<file path="src/rtl/binary_addsub_pipe_if.sv">
// rtl/binary_addsub_pipe_if.sv - operand/result handshake bundle for binary_addsub_pipe
//
// Purpose: groups the input beat channel and the result channel of the
// pipelined adder/subtractor.
//
// Signals:
//   in_valid  / in_ready   operand beat handshake (master drives in_valid)
//   a, b                   operands, WIDTH bits
//   sub                    0: a+b+cin, 1: a-b
//   cin                    carry-in, add mode only
//   out_valid / out_ready  result handshake (master drives out_ready)
//   s, cout, ovf           result, carry out of MSB, signed overflow
//
// Modports: master = traffic source/sink, slave = the adder pipe.

interface binary_addsub_pipe_if #(
  parameter int WIDTH = 16
) ();
  logic             in_valid;
  logic             in_ready;
  logic [WIDTH-1:0] a;
  logic [WIDTH-1:0] b;
  logic             sub;
  logic             cin;
  logic             out_valid;
  logic             out_ready;
  logic [WIDTH-1:0] s;
  logic             cout;
  logic             ovf;

  modport master (
    output in_valid, a, b, sub, cin, out_ready,
    input  in_ready, out_valid, s, cout, ovf
  );

  modport slave (
    input  in_valid, a, b, sub, cin, out_ready,
    output in_ready, out_valid, s, cout, ovf
  );
endinterface

</file>
<file path="src/rtl/binary_addsub_pipe.sv">
// rtl/binary_addsub_pipe.sv - segmented, pipelined two's-complement adder/subtractor
//
// Purpose: adds or subtracts two WIDTH-bit operands, resolving one SEG_W-bit
// segment per pipeline stage with a ripple carry registered between stages.
// Latency is STAGES = WIDTH/SEG_W cycles, throughput one beat per cycle.
// The whole pipe advances only when the output slot is free or being taken.
//
// Parameters: WIDTH (multiple of SEG_W), SEG_W.
// Optional build macro: BADD_SATURATE_EN - clamps s to the signed limit on
// overflow (cout/ovf still report the raw condition).
//
// Ports:
//   clk    clock, rising edge
//   rst_n  asynchronous active-low reset
//   bus    slave side of binary_addsub_pipe_if (operands in, result out)

module binary_addsub_pipe #(
  parameter int WIDTH = 16,
  parameter int SEG_W = 4
) (
  input  logic                 clk,
  input  logic                 rst_n,
  binary_addsub_pipe_if.slave  bus
);

  localparam int STAGES = WIDTH / SEG_W;

  logic             adv;
  logic             out_valid;
  logic [WIDTH-1:0] b_eff;
  logic             c_eff;

  // Subtraction is A + ~B + 1; the +1 rides in on the stage-0 carry.
  assign b_eff = bus.sub ? ~bus.b : bus.b;
  assign c_eff = bus.sub | bus.cin;

  // One global enable: the pipe moves only if the last slot is empty or leaving.
  assign adv          = bus.out_ready | ~out_valid;
  assign bus.in_ready = adv;

  for (genvar k = 0; k < STAGES; k++) begin : g_stg
    // UP_W: operand bits still unresolved on entry to this stage.
    // LO_W: result bits resolved once this stage has registered.
    localparam int UP_W = WIDTH - k * SEG_W;
    localparam int LO_W = (k + 1) * SEG_W;

    logic [UP_W-1:0]  a_up;
    logic [UP_W-1:0]  b_up;
    logic             c_in;
    logic             v_d;
    logic [SEG_W:0]   seg_sum;
    logic [LO_W-1:0]  s_raw;
    logic [LO_W-1:0]  s_d;
    logic [LO_W-1:0]  s_q;
    logic             c_d;
    logic             c_q;
    logic             v_q;

    if (k == 0) begin : g_head
      assign a_up  = bus.a;
      assign b_up  = b_eff;
      assign c_in  = c_eff;
      assign v_d   = bus.in_valid & adv;
      assign s_raw = seg_sum[SEG_W-1:0];
    end else begin : g_body
      assign a_up  = g_stg[k-1].g_skew.a_hi_q;
      assign b_up  = g_stg[k-1].g_skew.b_hi_q;
      assign c_in  = g_stg[k-1].c_q;
      assign v_d   = g_stg[k-1].v_q;
      // Low segments already resolved upstream pass straight through.
      assign s_raw = {seg_sum[SEG_W-1:0], g_stg[k-1].s_q};
    end

    assign seg_sum = {1'b0, a_up[SEG_W-1:0]} + {1'b0, b_up[SEG_W-1:0]}
                   + {{SEG_W{1'b0}}, c_in};
    assign c_d     = seg_sum[SEG_W];

    if (k < STAGES - 1) begin : g_skew
      // Skew registers delay the operand bits later stages still need.
      logic [UP_W-SEG_W-1:0] a_hi_d;
      logic [UP_W-SEG_W-1:0] b_hi_d;
      logic [UP_W-SEG_W-1:0] a_hi_q;
      logic [UP_W-SEG_W-1:0] b_hi_q;

      assign a_hi_d = a_up[UP_W-1:SEG_W];
      assign b_hi_d = b_up[UP_W-1:SEG_W];

      always_ff @(posedge clk or negedge rst_n) begin
        if (!rst_n) begin
          a_hi_q <= '0;
          b_hi_q <= '0;
        end else if (adv) begin
          a_hi_q <= a_hi_d;
          b_hi_q <= b_hi_d;
        end
      end
    end

    if (k == STAGES - 1) begin : g_tail
      logic c_msb;
      logic ovf_d;
      logic ovf_q;

      // Carry into bit WIDTH-1 recovered from the MSB's own sum bit.
      assign c_msb = a_up[SEG_W-1] ^ b_up[SEG_W-1] ^ seg_sum[SEG_W-1];
      assign ovf_d = c_msb ^ seg_sum[SEG_W];

`ifdef BADD_SATURATE_EN
      // On overflow both addends share A's sign, so A's sign is the true sign.
      assign s_d = ovf_d ? {a_up[SEG_W-1], {(WIDTH-1){~a_up[SEG_W-1]}}} : s_raw;
`else
      assign s_d = s_raw;
`endif

      always_ff @(posedge clk or negedge rst_n) begin
        if (!rst_n) begin
          ovf_q <= 1'b0;
        end else if (adv) begin
          ovf_q <= ovf_d;
        end
      end
    end else begin : g_mid
      assign s_d = s_raw;
    end

    always_ff @(posedge clk or negedge rst_n) begin
      if (!rst_n) begin
        s_q <= '0;
        c_q <= 1'b0;
        v_q <= 1'b0;
      end else if (adv) begin
        s_q <= s_d;
        c_q <= c_d;
        v_q <= v_d;
      end
    end
  end

  assign out_valid     = g_stg[STAGES-1].v_q;
  assign bus.out_valid = out_valid;
  assign bus.s         = g_stg[STAGES-1].s_q;
  assign bus.cout      = g_stg[STAGES-1].c_q;
  assign bus.ovf       = g_stg[STAGES-1].g_tail.ovf_q;

endmodule

</file>
<file path="src/flat_wrapper.sv">
// flat-port wrapper written by rule: the top's interface ports become plain ports
module binary_addsub_pipe_flat 
#(
  parameter int WIDTH = 16,
  parameter int SEG_W = 4
)
  (clk, rst_n, bus_in_valid, bus_a, bus_b, bus_sub, bus_cin, bus_out_ready, bus_in_ready, bus_out_valid, bus_s, bus_cout, bus_ovf);
  binary_addsub_pipe_if #(.WIDTH(WIDTH)) bus_i ();
  input  logic clk;
  input  logic rst_n;
  input wire logic [$bits(bus_i.in_valid)-1:0] bus_in_valid;
  input wire logic [$bits(bus_i.a)-1:0] bus_a;
  input wire logic [$bits(bus_i.b)-1:0] bus_b;
  input wire logic [$bits(bus_i.sub)-1:0] bus_sub;
  input wire logic [$bits(bus_i.cin)-1:0] bus_cin;
  input wire logic [$bits(bus_i.out_ready)-1:0] bus_out_ready;
  output wire logic [$bits(bus_i.in_ready)-1:0] bus_in_ready;
  output wire logic [$bits(bus_i.out_valid)-1:0] bus_out_valid;
  output wire logic [$bits(bus_i.s)-1:0] bus_s;
  output wire logic [$bits(bus_i.cout)-1:0] bus_cout;
  output wire logic [$bits(bus_i.ovf)-1:0] bus_ovf;
  assign bus_i.in_valid = bus_in_valid;
  assign bus_i.a = bus_a;
  assign bus_i.b = bus_b;
  assign bus_i.sub = bus_sub;
  assign bus_i.cin = bus_cin;
  assign bus_i.out_ready = bus_out_ready;
  assign bus_in_ready = bus_i.in_ready;
  assign bus_out_valid = bus_i.out_valid;
  assign bus_s = bus_i.s;
  assign bus_cout = bus_i.cout;
  assign bus_ovf = bus_i.ovf;
  binary_addsub_pipe #(.WIDTH(WIDTH), .SEG_W(SEG_W)) u_core (.clk(clk), .rst_n(rst_n), .bus(bus_i));
endmodule
</file>
<file path="config.mk">
export PLATFORM = sky130hd
export DESIGN_NAME = binary_addsub_pipe_flat
export DESIGN_NICKNAME = d
export VERILOG_FILES = /design/src/rtl/binary_addsub_pipe_if.sv /design/src/rtl/binary_addsub_pipe.sv /design/src/flat_wrapper.sv
export SDC_FILE = /design/constraint.sdc
export NUM_CORES = 1
export LEC_CHECK = 0
export BUFFER_PORTS_ARGS = -buffer_cell sky130_fd_sc_hd__buf_2
export CORE_ASPECT_RATIO = 0.75
export CORE_MARGIN = 5
export CORE_UTILIZATION = 60
export CTS_CLUSTER_SIZE = 25
export DETAILED_ROUTE_END_ITERATION = 8
export GPL_ROUTABILITY_DRIVEN = 0
export PLACE_DENSITY = 0.86
export SYNTH_ARGS = -nofsm -noshare
export SYNTH_HDL_FRONTEND = slang
export SYNTH_SLANG_ARGS = --single-unit
</file>
<file path="constraint.sdc">
create_clock -name clk -period 4.6 [get_ports clk]
set_input_delay 1.38 -clock clk [delete_from_list [all_inputs] [get_ports clk]]
set_output_delay 1.38 -clock clk [all_outputs]
set_load 0.005 [all_outputs]
</file>
==> results.md <==
- The run finished with clean final reports.
- The logic depth of the worst register-to-register path is 5.
- The maximum clock path buffer count is 2.
- The type of element capturing the critical path is an output port.
- The tree built by TritonCTS fans out to slightly below 100 sinks.
- The cell count after synthesis is 455.
- The later pin in the worst-skew pair is clocked with a latency of around 0.35 ns.
- In the post-route analysis, the smallest setup slack over all paths is 1.45 ns.
- The arrival time of data at the critical path endpoint is around 1.8 ns.
- The first global-routing pass estimated between 10 and 15 mm of wire.
- The number of remaining DRC errors is 0.
- Sorting the synthesized cells by area gives the leading types as sky130_fd_sc_hd__dfrtp_1, sky130_fd_sc_hd__nand2_1, sky130_fd_sc_hd__fa_1.
- The final layout contains 561 nets.
- The count of max-cap constraint violations is 0.
- The worst hold path was traced through 2 stages.
- In the final layout, the share of cells above drive strength 1 is 0.154.
- The clock tree synthesis step divided the H-tree into 3 levels.
- In this run the post-CTS setup repair buffer count came out at 0.
- Measured against its own limit, the worst slew margin works out to 0.332.
- The yosys synthesis warning count is 0.
- The cts-stage hold buffer count is 0.
- Entering global routing, the biggest net connects 101 pins.
- The top cell types in the final layout, fill and taps aside, are sky130_fd_sc_hd__nand2_1, sky130_fd_sc_hd__dfrtp_1, sky130_fd_sc_hd__buf_2, sky130_fd_sc_hd__o21ai_0, sky130_fd_sc_hd__a21oi_1.
- For this run the aggregate overflow at the end of global routing stands at 0.
- The via count normalized by instance count is 4.91.
- The initial antenna violation count is 0.
- After legalization and detailed placement, the total HPWL measured 5.24 mm.
- The via count of the routed design is 2972.
- The total CTS buffers is 9.
- STA classifies the critical path startpoint as an input pin.
- The pin slew with the least headroom to its limit is between 1 and 1.5 ns.
- The area of the mapped netlist is about 4300 µm².
- Compared with the post-synthesis result, the final layout area differs by 11.2%.
- At the worst endpoint, the required time is roughly 3.2 ns.
- The worst setup slack after placement is 1.37 ns.
- The count of antenna-violating nets left after detailed routing is 0.
- The die area is 8970 µm².
- In this run the mean area of a mapped cell was 9.44 µm².
- The leakage power figure is 2.53 nW.
- The clock transition at the registers of the reported paths is 0.08 ns.
- Across every metal layer, demand over resource in global routing totals 0.189.
- Subtracting the final worst setup slack from the clock period gives roughly 3.1 ns.
- The clock skew after layout is 0.00597 ns.
- The initial utilization of the core area, before any placement, comes to 0.623.
- The worst supply voltage drop on vdd is 0.000265 V.
- The core outline area is 6900 µm².
- The register area share after synthesis is 0.565.
- Setup violations remaining at the end of the flow were counted as 0.
- The total count of max-transition violations in the final report is 0.
- Setup total negative slack on the finished layout was measured at 0 ns.
- The period utilization is 0.684.
- The floorplan step set the die height to between 80 and 90 µm.
- The count of buffers from port buffering is 57.
- In this run the horizontal extent of the chip is 108 µm.
- The clock tree from TritonCTS is built.
- The routed length per placed instance is 12.8 µm.
- The netlist uses 23 different library cells.
- The maximum clock frequency is between 0.3 and 0.4 GHz.
- When the netlist entered floorplanning its net count stood at 513.
- In this run, post-CTS repair resized a total of 0 instances.
- The repair_antennas step left the layout with diodes totalling 0.
- Setup repair after global routing left no endpoint under its margin.
- The number of failing hold endpoints at the final stage is 0.
- The type of the worst min-delay path is flop to flop.
- The most common cell after layout, fill and taps aside is sky130_fd_sc_hd__nand2_1.
- The biggest area consumer among synthesized cells is sky130_fd_sc_hd__dfrtp_1.
- The root cell of the clock tree is sky130_fd_sc_hd__clkbuf_8.
- The count of state elements after synthesis is 97.
- The classification of the worst setup path is input pin to output port.
- The power density relative to cell area is 647 nW/µm².
- The initial DRC count is 179.
- The total detailed-routing wirelength is 7.73 mm.
- After floorplanning, the core was divided into 26 placement rows.
- The I/O pin count is 58.
- The top fanout value on the critical path is 2.
- The area share of the largest cell type after synthesis is 0.565.
- The total iterations of the first detailed-routing run is 5.
- The number of global-route vias before repair is 2958.
[worst max-delay path: stages]
cell                      delay, ns
sky130_fd_sc_hd__buf_2         0.11
sky130_fd_sc_hd__nor2b_4       0.11
sky130_fd_sc_hd__inv_2         0.04
sky130_fd_sc_hd__buf_2         0.12
[metal layers]
layer  global-route usage  vias up  wire length, µm  part of all wire
li1                     -     1501                -                 -
met4               0.0608        0               94             0.012
met1                0.260     1387             3520              0.46
met3               0.0527       11              434             0.056
met5                    0        -                0                 0
met2                0.291       73             3680              0.48
[path summary, 6_finish.rpt]
kind | slack [ns] | start | end
worst max register to register | 2.72 | u_core.g_stg[1].g_skew.b_hi_q[0] | u_core.g_stg[2].c_q
worst max-delay path | 1.45 | bus_out_ready | bus_in_ready
worst min register to register | 0.46 | u_core.bus.s[7] | u_core.bus.s[7]
worst min-delay path | 0.46 | u_core.bus.s[7] | u_core.bus.s[7]
max in group asynchronous | 2.63 | rst_n | u_core.g_stg[0].g_skew.b_hi_q[1]
min in group asynchronous | 1.19 | rst_n | u_core.bus.s[3]
[stage by stage]
| step | hold slack (ns) | power (W) | cells | instance area, µm² | util |
|---|---|---|---|---|---|
| 3_3_place_gp | 0.441 | 0.00249 | 590 | 4580 | 0.664 |
| 2_1_floorplan | 0.430 | 0.00225 | 455 | 4300 | - |
| 6_report | 0.462 | 0.00309 | 605 | 4770 | 0.692 |
| 4_1_cts | 0.471 | 0.00312 | 605 | 4770 | 0.692 |
| 5_1_grt | 0.491 | 0.00337 | 605 | 4770 | 0.692 |
| 3_5_place_dp | 0.451 | 0.00257 | 590 | 4580 | 0.664 |
[logic make-up after synthesis]
group	synth area share
compound gates	0.0588
xor+xnor	0.0489
fa+ha+maj	0.0722
buf+inv	0.0443
flops	0.565
simple gates	0.211
[cells in the mapped netlist, drive strengths merged]
library cell  number
a21o               5
a21oi             15
buf               22
clkbuf             1
dfrtp             97
fa                 8
ha                12
inv               11
nand2            216
nand2b             2
nor2              13
nor2b              3
o21ai             24
o2bb2ai            1
or2                1
xnor2             13
xor2              11
[registers in the layout, summed over array words and instances (netlist names)]
name	cells
u_core.bus.cout	1
u_core.bus.out_valid	1
u_core.bus.ovf	1
u_core.bus.s	16
u_core.g_stg.c_q	3
u_core.g_stg.g_skew.a_hi_q	24
u_core.g_stg.g_skew.b_hi_q	24
u_core.g_stg.s_q	24
u_core.g_stg.v_q	3
[cell type report]
class	count	area (µm²)
multi-input cells	324	1680
well taps	98	123
fillers	590	2120
inverters	11	41.3
clock buffers	12	155
clock inverters	3	40.0
repair buffers	60	310
flip-flops and latches	97	2430
[report_power, final]
part / switching (W) / total, W / internal (W)
Combinational: 0.000629 / 0.00110 / 0.000469
Clock: 0.000270 / 0.000547 / 0.000277
Sequential: 0.000213 / 0.00145 / 0.00123
Total: 0.00111 / 0.00309 / 0.00198
(Power assumes the default switching activity.)
